[src/rtl/rom_stream_pkg.sv]
// Shared constants and state encoding for the ROM streaming controller.
package rom_stream_pkg;

    localparam int FIFO_DEPTH = 2;
    localparam int FIFO_CNT_W = $clog2(FIFO_DEPTH + 1);

    typedef enum logic [1:0] {
        ST_IDLE  = 2'd0,
        ST_RUN   = 2'd1,
        ST_DRAIN = 2'd2
    } state_t;

endpackage

[src/rtl/stream_fifo2.sv]
// Two-entry sample buffer; head entry drives the registered outputs directly.
module stream_fifo2
    import rom_stream_pkg::*;
#(
    parameter int DATA_WIDTH = 8
) (
    input  logic                  clk,
    input  logic                  rst,
    input  logic                  i_push,
    input  logic [DATA_WIDTH-1:0] i_data,
    input  logic                  i_last,
    input  logic                  i_pop,
    output logic                  o_valid,
    output logic [DATA_WIDTH-1:0] o_data,
    output logic                  o_last,
    output logic [FIFO_CNT_W-1:0] o_count
);

    logic [DATA_WIDTH-1:0] r_data0;
    logic [DATA_WIDTH-1:0] r_data1;
    logic                  r_last0;
    logic                  r_last1;
    logic [FIFO_CNT_W-1:0] r_count;
    logic                  w_pop;
    logic                  w_push;

    assign w_pop  = i_pop & (r_count != '0);
    assign w_push = i_push & ((r_count != FIFO_CNT_W'(FIFO_DEPTH)) | w_pop);

    always_ff @(posedge clk) begin
        if (rst) begin
            r_data0 <= '0;
            r_data1 <= '0;
            r_last0 <= 1'b0;
            r_last1 <= 1'b0;
            r_count <= '0;
        end else begin
            unique case ({w_push, w_pop})
                2'b10: begin
                    if (r_count == '0) begin
                        r_data0 <= i_data;
                        r_last0 <= i_last;
                    end else begin
                        r_data1 <= i_data;
                        r_last1 <= i_last;
                    end
                    r_count <= r_count + 1'b1;
                end
                2'b01: begin
                    r_data0 <= r_data1;
                    r_last0 <= r_last1;
                    r_count <= r_count - 1'b1;
                end
                2'b11: begin
                    // Simultaneous push/pop keeps occupancy; new word lands behind any survivor.
                    if (r_count == FIFO_CNT_W'(1)) begin
                        r_data0 <= i_data;
                        r_last0 <= i_last;
                    end else begin
                        r_data0 <= r_data1;
                        r_last0 <= r_last1;
                        r_data1 <= i_data;
                        r_last1 <= i_last;
                    end
                end
                default: ;
            endcase
        end
    end

    assign o_valid = (r_count != '0);
    assign o_data  = r_data0;
    assign o_last  = r_last0;
    assign o_count = r_count;

endmodule

[src/rtl/rom_stream_ctrl.sv]
// Streams an inclusive address range out of an external 1-cycle-latency ROM
// onto a valid/ready sample interface, optionally looping until stopped.
module rom_stream_ctrl
    import rom_stream_pkg::*;
#(
    parameter int ADDRESS_WIDTH = 16,
    parameter int DATA_WIDTH    = 8
) (
    input  logic                     clk,
    input  logic                     rst,
    input  logic                     start,
    input  logic                     stop,
    input  logic                     loop_en,
    input  logic [ADDRESS_WIDTH-1:0] base_addr,
    input  logic [ADDRESS_WIDTH-1:0] end_addr,
    output logic [ADDRESS_WIDTH-1:0] rom_addr,
    input  logic [DATA_WIDTH-1:0]    rom_dout,
    output logic                     m_valid,
    input  logic                     m_ready,
    output logic [DATA_WIDTH-1:0]    m_data,
    output logic                     m_last,
    output logic                     busy,
    output logic                     done
);

    state_t                   r_state;
    state_t                   w_state_nxt;
    logic [ADDRESS_WIDTH-1:0] r_addr;
    logic [ADDRESS_WIDTH-1:0] r_base;
    logic [ADDRESS_WIDTH-1:0] r_end;
    logic                     r_loop;
    logic                     r_inflight;
    logic                     r_inflight_last;
    logic                     w_pop;
    logic                     w_issue;
    logic                     w_at_end;
    logic [FIFO_CNT_W-1:0]    w_count;
    logic [FIFO_CNT_W:0]      w_pending;

    assign w_pop    = m_valid & m_ready;
    assign w_at_end = (r_addr == r_end);

    // Reads outstanding after this cycle's pop must still fit in the buffer.
    assign w_pending = {1'b0, w_count} + {{FIFO_CNT_W{1'b0}}, r_inflight}
                     - {{FIFO_CNT_W{1'b0}}, w_pop};
    assign w_issue   = (r_state == ST_RUN) & ~stop
                     & (w_pending < (FIFO_CNT_W + 1)'(FIFO_DEPTH));

    always_comb begin
        w_state_nxt = r_state;
        done        = 1'b0;
        unique case (r_state)
            ST_IDLE: begin
                if (start) w_state_nxt = ST_RUN;
            end
            ST_RUN: begin
                if (stop) w_state_nxt = ST_DRAIN;
                else if (w_issue && w_at_end && !r_loop) w_state_nxt = ST_DRAIN;
            end
            ST_DRAIN: begin
                if (!r_inflight && (w_count == '0)) begin
                    w_state_nxt = ST_IDLE;
                    done        = 1'b1;
                end
            end
            default: w_state_nxt = ST_IDLE;
        endcase
    end

    always_ff @(posedge clk) begin
        if (rst) begin
            r_state         <= ST_IDLE;
            r_addr          <= '0;
            r_base          <= '0;
            r_end           <= '0;
            r_loop          <= 1'b0;
            r_inflight      <= 1'b0;
            r_inflight_last <= 1'b0;
        end else begin
            r_state         <= w_state_nxt;
            r_inflight      <= w_issue;
            r_inflight_last <= w_issue & w_at_end;
            if ((r_state == ST_IDLE) && start) begin
                r_addr <= base_addr;
                r_base <= base_addr;
                r_end  <= end_addr;
                r_loop <= loop_en;
            end else if (w_issue) begin
                r_addr <= (w_at_end && r_loop) ? r_base : r_addr + 1'b1;
            end
        end
    end

    assign rom_addr = r_addr;
    assign busy     = (r_state != ST_IDLE);

    stream_fifo2 #(
        .DATA_WIDTH(DATA_WIDTH)
    ) u_fifo (
        .clk     (clk),
        .rst     (rst),
        .i_push  (r_inflight),
        .i_data  (rom_dout),
        .i_last  (r_inflight_last),
        .i_pop   (w_pop),
        .o_valid (m_valid),
        .o_data  (m_data),
        .o_last  (m_last),
        .o_count (w_count)
    );

endmodule

[config.mk]
export PLATFORM = sky130hd
export DESIGN_NAME = rom_stream_ctrl
export DESIGN_NICKNAME = d
export VERILOG_FILES = /design/src/rtl/rom_stream_pkg.sv /design/src/rtl/stream_fifo2.sv /design/src/rtl/rom_stream_ctrl.sv
export SDC_FILE = /design/constraint.sdc
export NUM_CORES = 1
export LEC_CHECK = 0
export ABC_AREA = 1
export CAP_MARGIN = 30
export CORE_MARGIN = 2
export CORE_UTILIZATION = 68
export DETAILED_ROUTE_END_ITERATION = 16
export DONT_BUFFER_PORTS = 1
export PLACE_DENSITY_LB_ADDON = 0.1
export SYNTH_ARGS = -nofsm -noshare
export SYNTH_HDL_FRONTEND = slang
export SYNTH_HIERARCHICAL = 1
export SYNTH_SLANG_ARGS = --single-unit
export TNS_END_PERCENT = 1
[constraint.sdc]
create_clock -name clk -period 7.9 [get_ports clk]
set_input_delay 0.79 -clock clk [delete_from_list [all_inputs] [get_ports clk]]
set_output_delay 0.79 -clock clk [all_outputs]
set_load 0.05 [all_outputs]
==> results.yml <==
clock_network:
  cts.sinks: 73
  root_buffer: "clkbuf_8"
  cts_tree: "built"
  post_cts.repair.setup_buffers: 0
  cts_resized: 0
  clkLatencyLatePin_ps: 350
  clk_pin_slew_ps: 80
  cts_max_level: 3
  cts_hold_repair.buffers: 0
  clockBufferDepth: 2
  cts_buffers: 9
yosys:
  synthArstFlopShare: 0
  syn_area_um2: 3970
  syn-mean-instance-area_um2: 6.61
  seq_area_frac_synth: 0.368
  synth_fp_nets: 652
  yosys.area.top_type: "dfxtp_1"
  synth_top_area_frac: 0.368
  ys.flop_type: "dfxtp_1"
  yosysUniqueCellTypes: 30
  synth_edf_count: 0
  ys_ff_latch: 73
  synthCells: 600
  synthTopCellsByArea: "dfxtp_1, nand2_1, nor2_1"
  yosys_warnings: 6
sta:
  skew_ps: 7.85
  slew_headroom: 0.372
  period_minus_slack_ps: 4270
  period_share: 0.540
  finalSetupViolCount: 0
  rsz0062_at_grt: "false"
  fin_tns_setup_ps: 0
  worstMarginPinSlew_ps: 937
  whs_ps: 466
  hold_viol: 0
  timing.fmax_mhz: 234
  finalMaxSlewViolations: 0
layout:
  syn_to_final_growth_pct: 5.17
  layout-drive-gt1-share: 0.0822
  nFillCells: 482
  finish.instance_area_um2: 4170
  final_nets: 643
  antenna_cells: 0
  fin_util: 0.749
floorplan:
  pin_count: 74
  die_h_um: 80.4
  initial_core_util: 0.712
  rows: 27
  die-area_um2: 6460
  die_w_um: 80.4
  core_um2: 5570
power_and_ir_drop:
  p_leak_nw: 1.87
  peakVddDrop_uv: 160
  power_density_nw_per_um2: 221
worst_setup_path:
  cp_data_arrival_time_ps: 4510
  slowest_stage: "nand2_1"
  critical_path.max_fanout: 23
  path_delay_family: "simple AND/OR/NAND/NOR gates"
  startpoint_type: "register"
  crit_path_end_kind: "register"
  crit_path_cell_trace: "inv_1, ha_1, inv_2, nand2_1, inv_1, ha_1, or2_2, fa_1, nand4_1, nand2_1, clkinv_1, a21oi_1, o21ai_2, nor2_1, nor2_1"
  required_ps: 8140
  cp.buffers_inverters: 4
  worstSetupPathType: "register to register"
  max_stage_delay_ps: 530
global_route:
  grt_max_degree: 56
  grt_pass1_vias: 3583
  grt_pass1_wl_um: 15900
  antenna_found_initial: 0
  grt_overflow: 0
  grt.total_usage: 0.313
place:
  hpwlAfterDp_um: 6940
  placed_cell_area_um2: 3970
  gp_congestion: 0.900
  port_buffers: 0
detailed_routing:
  wire_per_inst_um: 14.6
  num_vias: 3813
  drt-initial-drc-count: 276
  detail-route-antenna-nets: 0
  drt-pass1-iter-count: 5
  drt-total-wl_um: 9770
  via_per_inst: 5.71
  drc: 0
job:
  cap_violations: 0
status:
  status: "completed"
worst_hold_path:
  hp-class: "register to register"
## state kept, by name, indices dropped and copies added (netlist names)
signal / cells
r_loop: 1
u_fifo/o_last: 1
r_inflight: 1
u_fifo/r_data1: 8
r_state: 2
u_fifo/o_count: 2
r_end: 16
r_inflight_last: 1
r_base: 16
rom_addr: 16
u_fifo/o_data: 8
u_fifo/r_last1: 1
## layout make-up
type	count	area [um2]	area share
inverters	83	312	0.0746
repair buffers	1	7.51	0.00180
clock inverters	6	66.3	0.0159
flip-flops and latches	73	1460	0.350
multi-input cells	423	2100	0.503
clock buffers	10	138	0.0330
well taps	72	90.1	0.0216
## routing by layer
layer	up-vias	routed length [um]	global-route usage
li1	1881	-	-
met3	23	699	0.0719
met2	152	5150	0.577
met4	0	205	0.119
met1	1757	3710	0.347
met5	-	0	0
## worst min-delay path, delay by kind of cell (launching register included)
kind            cells  cell delay [ps]
compound gates      1               50
flops               1              320
simple gates        1               60
## cells by family (layout without fill, tap and decap cells)
kind of cell               Yosys count  after routing  share of synthesized area
and+or+nand+nor                    312            312                      0.349
buffers and inverters              104            100                      0.104
AOI/OAI and AO/OA                   89             89                      0.123
DFF                                 73             73                      0.368
xor gates and xnor gates            16             16                     0.0353
adders and majority gates            6              6                     0.0208
## cells in the final DEF (no fill, tap or decap)
cell type   count
nand4_2         1
bufinv_16       1
nor2_1         78
nand3_4         2
clkinv_2        1
nand2_1       149
clkinv_1        3
nor3_2          1
inv_6           1
nor3b_1         1
dfxtp_1        73
fa_1            1
nand4_1        17
inv_2           5
a21oi_1        43
or2_2           2
clkinvlp_4      3
ha_1            5
buf_4           1
clkbuf_8       10
inv_1          75
xnor2_1         1
nand3b_1       10
and3_2          1
nor2_2          2
o21ai_2        11
o21ai_0        35
nor2_4          2
nand3_1        35
xor2_1         15
nor3_1          6
nand2_2         5
## where the power goes
group / switching (mW) / internal (mW) / leakage [nW] / total (mW)
sequential: 0.0733 / 0.395 / 0.599 / 0.468
combinational: 0.0991 / 0.0507 / 1.17 / 0.150
clock: 0.147 / 0.155 / 0.0949 / 0.302
## Yosys cell counts, types with 10 or more instances
library cell,number
nand2_1,149
nor2_1,78
inv_1,75
dfxtp_1,73
a21oi_1,43
nand3_1,35
o21ai_0,35
nand4_1,17
clkbuf_1,15
xor2_1,15
o21ai_2,11
nand3b_1,10
## path summary, 6_finish.rpt
kind | start | endpoint | slack, ps | cells after the start
max | u_fifo/o_count[1]$_SDFFE_PP0P_ | rom_addr[5]$_SDFFE_PP0P_ | 3630 | 15
min reg2reg | r_base[2]$_SDFFE_PP0P_ | r_base[2]$_SDFFE_PP0P_ | 470 | 2
max reg2reg | u_fifo/o_count[1]$_SDFFE_PP0P_ | rom_addr[5]$_SDFFE_PP0P_ | 3630 | 15
min | r_base[2]$_SDFFE_PP0P_ | r_base[2]$_SDFFE_PP0P_ | 470 | 2
## per-stage QoR
step                power [mW]  setup WS (ps)  instances
finish                   0.920           3630        668
global route             0.960           3290        668
detailed placement       0.623           3730        652
floorplan                0.591           4240        600
CTS                      0.919           3690        668
global placement         0.617           3940        652
(Power assumes the default switching activity.)
